[config.mk]
export PLATFORM = sky130hd
export DESIGN_NAME = sync_debounce_edge
export DESIGN_NICKNAME = d
export VERILOG_FILES = /design/src/rtl/sync_debounce_edge.sv
export SDC_FILE = /design/constraint.sdc
export NUM_CORES = 1
export LEC_CHECK = 0
export BUFFER_PORTS_ARGS = -buffer_cell sky130_fd_sc_hd__buf_2
export CAP_MARGIN = 20
export CORE_UTILIZATION = 50
export DETAILED_ROUTE_END_ITERATION = 6
export GPL_TIMING_DRIVEN = 1
export PLACE_DENSITY = 0.79
export SLEW_MARGIN = 0
export SYNTH_ARGS = -nofsm -noshare
export SYNTH_HDL_FRONTEND = slang
export SYNTH_SLANG_ARGS = --single-unit
[constraint.sdc]
create_clock -name clk_A -period 2.9 [get_ports clk_A]
set_input_delay 0 -clock clk_A [delete_from_list [all_inputs] [get_ports clk_A]]
set_output_delay 0 -clock clk_A [all_outputs]
set_load 0.01 [all_outputs]
[src/rtl/sync_debounce_edge.sv]
// Per-channel level debouncer with registered rise/fall pulses and a saturating
// transition counter. All logic runs on clk_A with a synchronous active-high reset.
module sync_debounce_edge #(
  parameter int unsigned     WIDTH         = 2,
  parameter int unsigned     STABLE_CYCLES = 4,
  parameter int unsigned     CNT_W         = 8,
  parameter logic [WIDTH-1:0] RST_VAL      = '0
) (
  input  logic             clk_A,
  input  logic             rst,
  input  logic [WIDTH-1:0] D_sync,
  input  logic             clear_cnt,
  output logic [WIDTH-1:0] D_deb,
  output logic [WIDTH-1:0] rise_p,
  output logic [WIDTH-1:0] fall_p,
  output logic [CNT_W-1:0] evt_cnt
);

  localparam int unsigned SC_W  = $clog2(STABLE_CYCLES) + 1;
  localparam int unsigned PC_W  = $clog2(WIDTH + 1);
  localparam int unsigned SUM_W = CNT_W + PC_W;

  localparam logic [SC_W-1:0]  SC_MAX  = SC_W'(STABLE_CYCLES - 1);
  localparam logic [SUM_W-1:0] CNT_MAX = {{PC_W{1'b0}}, {CNT_W{1'b1}}};

  logic [SC_W-1:0]  r_stab [WIDTH];
  logic [SC_W-1:0]  w_stab_nxt [WIDTH];
  logic [WIDTH-1:0] r_deb;
  logic [WIDTH-1:0] r_rise;
  logic [WIDTH-1:0] r_fall;
  logic [CNT_W-1:0] r_evt;

  logic [WIDTH-1:0] w_accept;
  logic [SUM_W-1:0] w_pop;
  logic [SUM_W-1:0] w_sum;
  logic [CNT_W-1:0] w_evt_nxt;

  // A matching sample clears the run, so glitches shorter than the window vanish.
  always_comb begin
    w_accept = '0;
    for (int i = 0; i < WIDTH; i++) begin
      w_stab_nxt[i] = '0;
      if (D_sync[i] != r_deb[i]) begin
        if (r_stab[i] == SC_MAX) begin
          w_accept[i] = 1'b1;
        end else begin
          w_stab_nxt[i] = r_stab[i] + SC_W'(1);
        end
      end
    end
  end

  // Add in a widened domain so the saturation compare cannot overflow.
  always_comb begin
    w_pop = '0;
    for (int i = 0; i < WIDTH; i++) begin
      w_pop = w_pop + SUM_W'(w_accept[i]);
    end
    w_sum = {{PC_W{1'b0}}, r_evt} + w_pop;
    if (w_sum > CNT_MAX) begin
      w_evt_nxt = {CNT_W{1'b1}};
    end else begin
      w_evt_nxt = w_sum[CNT_W-1:0];
    end
  end

  always_ff @(posedge clk_A) begin
    if (rst) begin
      r_deb  <= RST_VAL;
      r_rise <= '0;
      r_fall <= '0;
      r_evt  <= '0;
      for (int i = 0; i < WIDTH; i++) begin
        r_stab[i] <= '0;
      end
    end else begin
      r_deb  <= (r_deb & ~w_accept) | (D_sync & w_accept);
      r_rise <= w_accept & D_sync;
      r_fall <= w_accept & ~D_sync;
      for (int i = 0; i < WIDTH; i++) begin
        r_stab[i] <= w_stab_nxt[i];
      end
      if (clear_cnt) begin
        r_evt <= '0;
      end else begin
        r_evt <= w_evt_nxt;
      end
    end
  end

  assign D_deb   = r_deb;
  assign rise_p  = r_rise;
  assign fall_p  = r_fall;
  assign evt_cnt = r_evt;

endmodule

**Yosys cells after proc, flatten, opt, wreduce, memory -nomap -nowiden**

Memories as Yosys holds them, arrays and structs flattened.
Cells that the tools add are included.

- Register bits after elaboration: 14
- Output and inout port bits: 14
- Bits in writable memories: 6
- Logic and storage cells: 37
- Input bits: 5
- Memories kept: 1

- Bitwise logic cells: 8
- Magnitude comparators: 1
- Reduce and logical (&&, ||, !) cells: 1
- Mux-type cells: 14
- Eq/ne operators: 4
- $add $sub $neg: 4

Memory list:

| memory | words | bits a word | read ports | clocked after Yosys merged registers in | wr ports | RTL line | source |
|---|---|---|---|---|---|---|---|
| r_stab | 2 | 3 | 2 | 0 | 2 | 26 | `logic [SC_W-1:0] r_stab [WIDTH];` |

Operator list:

| operator | count |
|---|---|
| $mux W3 | 6 |
| $add A8 B2 Y9 | 1 |
| $gt A9 B8 Y1 const B | 1 |
| $mux W8 | 1 |
| $mux W1 | 7 |
| $add A3 B1 Y3 const B | 2 |
| $and A2 B2 Y2 | 3 |
| $eq A3 B2 Y1 const B | 2 |
| $not A2 Y2 | 2 |
| $add A1 B1 Y2 | 1 |
| $ne A1 B1 Y1 | 2 |
| $or A1 B1 Y1 | 2 |
| $or A2 B2 Y2 | 1 |
| $reduce_or A2 Y1 | 1 |

**Depth between registers and ports, before layout**

An unclocked memory read counts as a cell.

- Depth after elaboration: 8
- Mapped depth: 10
- Mapped depth without buffers: 10

**Worst setup path after synthesis**

No wires, ideal clock.

- Kind: reg-to-reg
- Start point: mem r_stab[0][0] in the netlist's numbering
- End point: reg r_evt[3] (netlist: evt_cnt[3])
- Arrival: 2,196 ps
- Required time: 2,797 ps
- Setup slack: 600 ps
- Buffers on the path: 0
- Period minus slack after synthesis: 2,300 ps
- Cell stages (with the launch flop): 11
- Cells stage by stage: dfxtp_1 ha_1 ha_1 nand2_1 xnor2_1 ha_1 a31o_2 ha_1 and4_4 and4b_1 a2111oi_2

RTL lines:

| what | RTL line | source |
|---|---|---|
| from (decl) | 26 |  |
| to (signal assigned) | 86 | `r_evt <= w_evt_nxt;` |
| to (decl) | 31 | `logic [CNT_W-1:0] r_evt;` |

==> summary.txt <==
Worst hold path
  – HP Class: input port to flop
  – Hold Path Depth: 2

Clock tree
  – Clock transition at path regs: approximately 110 ps
  – TritonCTS clock tree: done
  – Root buf cell: clkbuf_4
  – Clock insertion delay at the later pin of the skew report: roughly 300 ps
  – Clock sink count: 20
  – CTS H-tree lvls: 1
  – Total CTS buffers: 3
  – Clock Tree Buf Depth: 2

Logic synthesis
  – Ys Warns: 0
  – Synth cell types: 27
  – Post-Syn Area: between 800 and 900 µm²
  – Synth Register Bits: 20
  – Syn nets: 91
  – Syn_area_per_cell: 10.5 µm²
  – Sequential-to-total area share from yosys stat: 0.478
  – Post-Syn Instances: 80

Setup path
  – Req. time, crit path: 3100 ps
  – Type of element capturing the critical path: flop
  – CP max stage cell: dfxtp_1
  – Worst Path Arrival: about 2800 ps
  – Setup CP Type: flop to flop
  – Crit. path cell count: 10
  – Crit-path cells: ha_1 > ha_1 > nand2_1 > xnor2_1 > ha_1 > a31o_2 > ha_1 > and4_4 > and4b_1 > a2111oi_2
  – CP peak stage delay: 350 ps
  – Largest delay share family, worst path: adder cells
  – Top cell by count, worst path: ha_1
  – Crit path buffers/inverters: 0
  – CP max FO: 7
  – Reg2reg path depth: 10
  – Startpoint Class: flop

Floorplan
  – Die area: 1840 µm²
  – Starting Density: 0.544
  – Die height: around 43 µm
  – # rows: 14
  – Floorplan die width: 42.9 µm
  – Core Area: 1540 µm²
  – Top Ports: 19

Pwr
  – Power, Total: 0.524 mW
  – Net Sw Frac: 0.184
  – Power per cell area: 510 nW/µm²
  – Clock share of power: 0.425
  – P_sw: 0.0965 mW
  – Sequential cell fraction of total power: 0.533
  – Leakage: between 0.4 and 0.5 nW
  – Peak supply drop: 0.000310 V
  – Logic pwr share: 0.041
  – Pint: 0.428 mW

STA
  – Max-Slew Margin vs Limit: 0.720
  – Fmax: 392 MHz
  – Slew @ Worst Pin: 418 ps
  – Post-route minimum period: 2550 ps
  – Final Hold Vio Count: 0
  – Tcrit/Tclk final: 0.880
  – Max-slew violations: 0
  – RSZ-0062 raised after global routing: no
  – Clock skew: 4.62 ps
  – Setup violators final: 0
  – Setup TNS: 0 ps

Global routing
  – Initial antenna violation count: 0
  – Global-route wire length before repair: 2420 µm
  – Overflow after GRT: 0
  – Total GRT Usage: 0.174
  – Number of global-route vias before repair: 572
  – Pin count of the biggest net entering global routing: 13

Detailed routing
  – WL/cell: 11.7 µm
  – DRT Wirelength: 1400 µm
  – DRC violation count after routing: 0
  – Drt pass-1 iters: 4
  – Total number of vias: 655
  – Via-per-instance ratio: 5.46
  – Antenna Nets Post-Route: 0
  – Drt initial violations: 8

Final layout
  – Synth-to-Final Area Change: 22.5%
  – Layout Nets: 116
  – Layout Cells excl Fill: 120
  – # diodes: 0
  – Fraction of layout cells with a size suffix above 1: 0.269
  – Layout filler cell count: 138
  – Post-route core utilization: 0.666

Run status
  – Status: complete, no violations

Flow run
  – MaxCap Viol Count: 0

Place
  – Final HPWL DP: between 1000 and 1500 µm
  – GPL Wtd Cong: 0.811
  – PortBufs: 18
  – Dpl cells: 113
[metal layers]
layer  track usage  routed length [µm]
met2         0.285                 676
met5             0                   0
met3        0.0383                  34
met1         0.219                 680
met4        0.0727                  10
[power groups by stage]
stage	logic, mW	clock network, mW	registers (mW)
finish	0.0216	0.223	0.280
global route	0.0251	0.240	0.280
CTS	0.0218	0.228	0.280
detailed placement	0.0186	0	0.286
global placement	0.0182	0	0.286
floorplan	0.0115	0	0.286
[state kept, by name (all words and copies together) (netlist names), named ones only]
signal and cells:
evt_cnt 8, fall_p 2, r_stab 6, rise_p 2
[worst paths after layout]
path	start	to	slack, ps
max	r_stab[0][0]	evt_cnt[3]	350
min	rst	flop	10
max reg2reg	r_stab[0][0]	evt_cnt[3]	350
min reg2reg	r_stab[0][3]	r_stab[0][3]	430
[cells in the mapped netlist]
library cell  count  share of area
and3b_1           1          0.010
and4_2            2          0.024
and4_4            2          0.027
nor2b_1           1         0.0075
nor2_1            9          0.040
xnor2_1           2          0.021
nor4bb_1          4          0.048
a31oi_1           2          0.015
o21ai_1           1         0.0060
nand3_1           2          0.012
a2111oi_2         1          0.018
nor4_1            1         0.0075
and4b_1           1          0.012
inv_1             4          0.018
xor2_1            2          0.021
and3_1            2          0.015
o21ai_0           1         0.0060
clkbuf_1          1         0.0045
a21oi_1           2          0.012
ha_1              6          0.090
a31o_2            1          0.010
o21a_1            3          0.027
mux2i_1           3          0.036
dfxtp_1          20           0.48
nand2_1           3          0.013
nand4_1           2          0.015
or3_1             1         0.0075
[per-stage QoR]
stage               hold slack [ps]  worst slack [ps]  cell area [µm²]
floorplan                      68.9               600              838
global placement                205               432              945
detailed placement              206               361              945
CTS                            5.82               341             1030
global route                   14.2              72.5             1030
finish                         13.4               348             1030
[cell families after synthesis]
| logic type | count (synthesis) | share of synthesized area |
|---|---|---|
| AOI/OAI and AO/OA | 11 | 0.0940 |
| xor gates and xnor gates | 4 | 0.0418 |
| adders and majority gates | 6 | 0.0895 |
| buffers and inverters | 5 | 0.0224 |
| DFF | 20 | 0.478 |
| muxes | 3 | 0.0358 |
| and+or+nand+nor | 31 | 0.239 |
[cell usage in the layout, fill, tap and decap left out]
cell / instances
xor2_1: 2
or3_1: 1
and3_1: 2
and4_2: 2
bufinv_16: 1
nand2_1: 3
o21ai_0: 1
buf_2: 18
o21ai_1: 1
clkbuf_4: 3
nor4_1: 1
o21a_1: 3
dfxtp_1: 20
nor2b_1: 1
a31oi_1: 2
a2111oi_2: 1
xnor2_1: 2
and3b_1: 1
nand3_1: 2
nand4_1: 2
dlygate4sd3_1: 3
and4b_1: 1
mux2i_1: 3
a31o_2: 1
nor4bb_1: 4
and4_4: 2
inv_1: 4
ha_1: 6
a21oi_1: 2
nor2_1: 9
[layout make-up]
class	instances	area, µm²	share of cell area
clock inverters	1	30.0	0.0292
well taps	16	20.0	0.0195
flip-flops and latches	20	400	0.390
repair buffers	21	120	0.117
multi-input cells	55	419	0.408
inverters	4	15.0	0.0146
clock buffers	3	22.5	0.0219
[repair_timing]
| action | in CTS | in global routing |
|---|---|---|
| setup endpoints to repair | 0 | 0 |
| resized for setup | 0 | 0 |
| hold buffers | 3 | 0 |
| hold endpoints to repair | 7 | 0 |
| buffers inserted | 0 | 0 |
No activity file was read; power rests on OpenSTA's default activity.
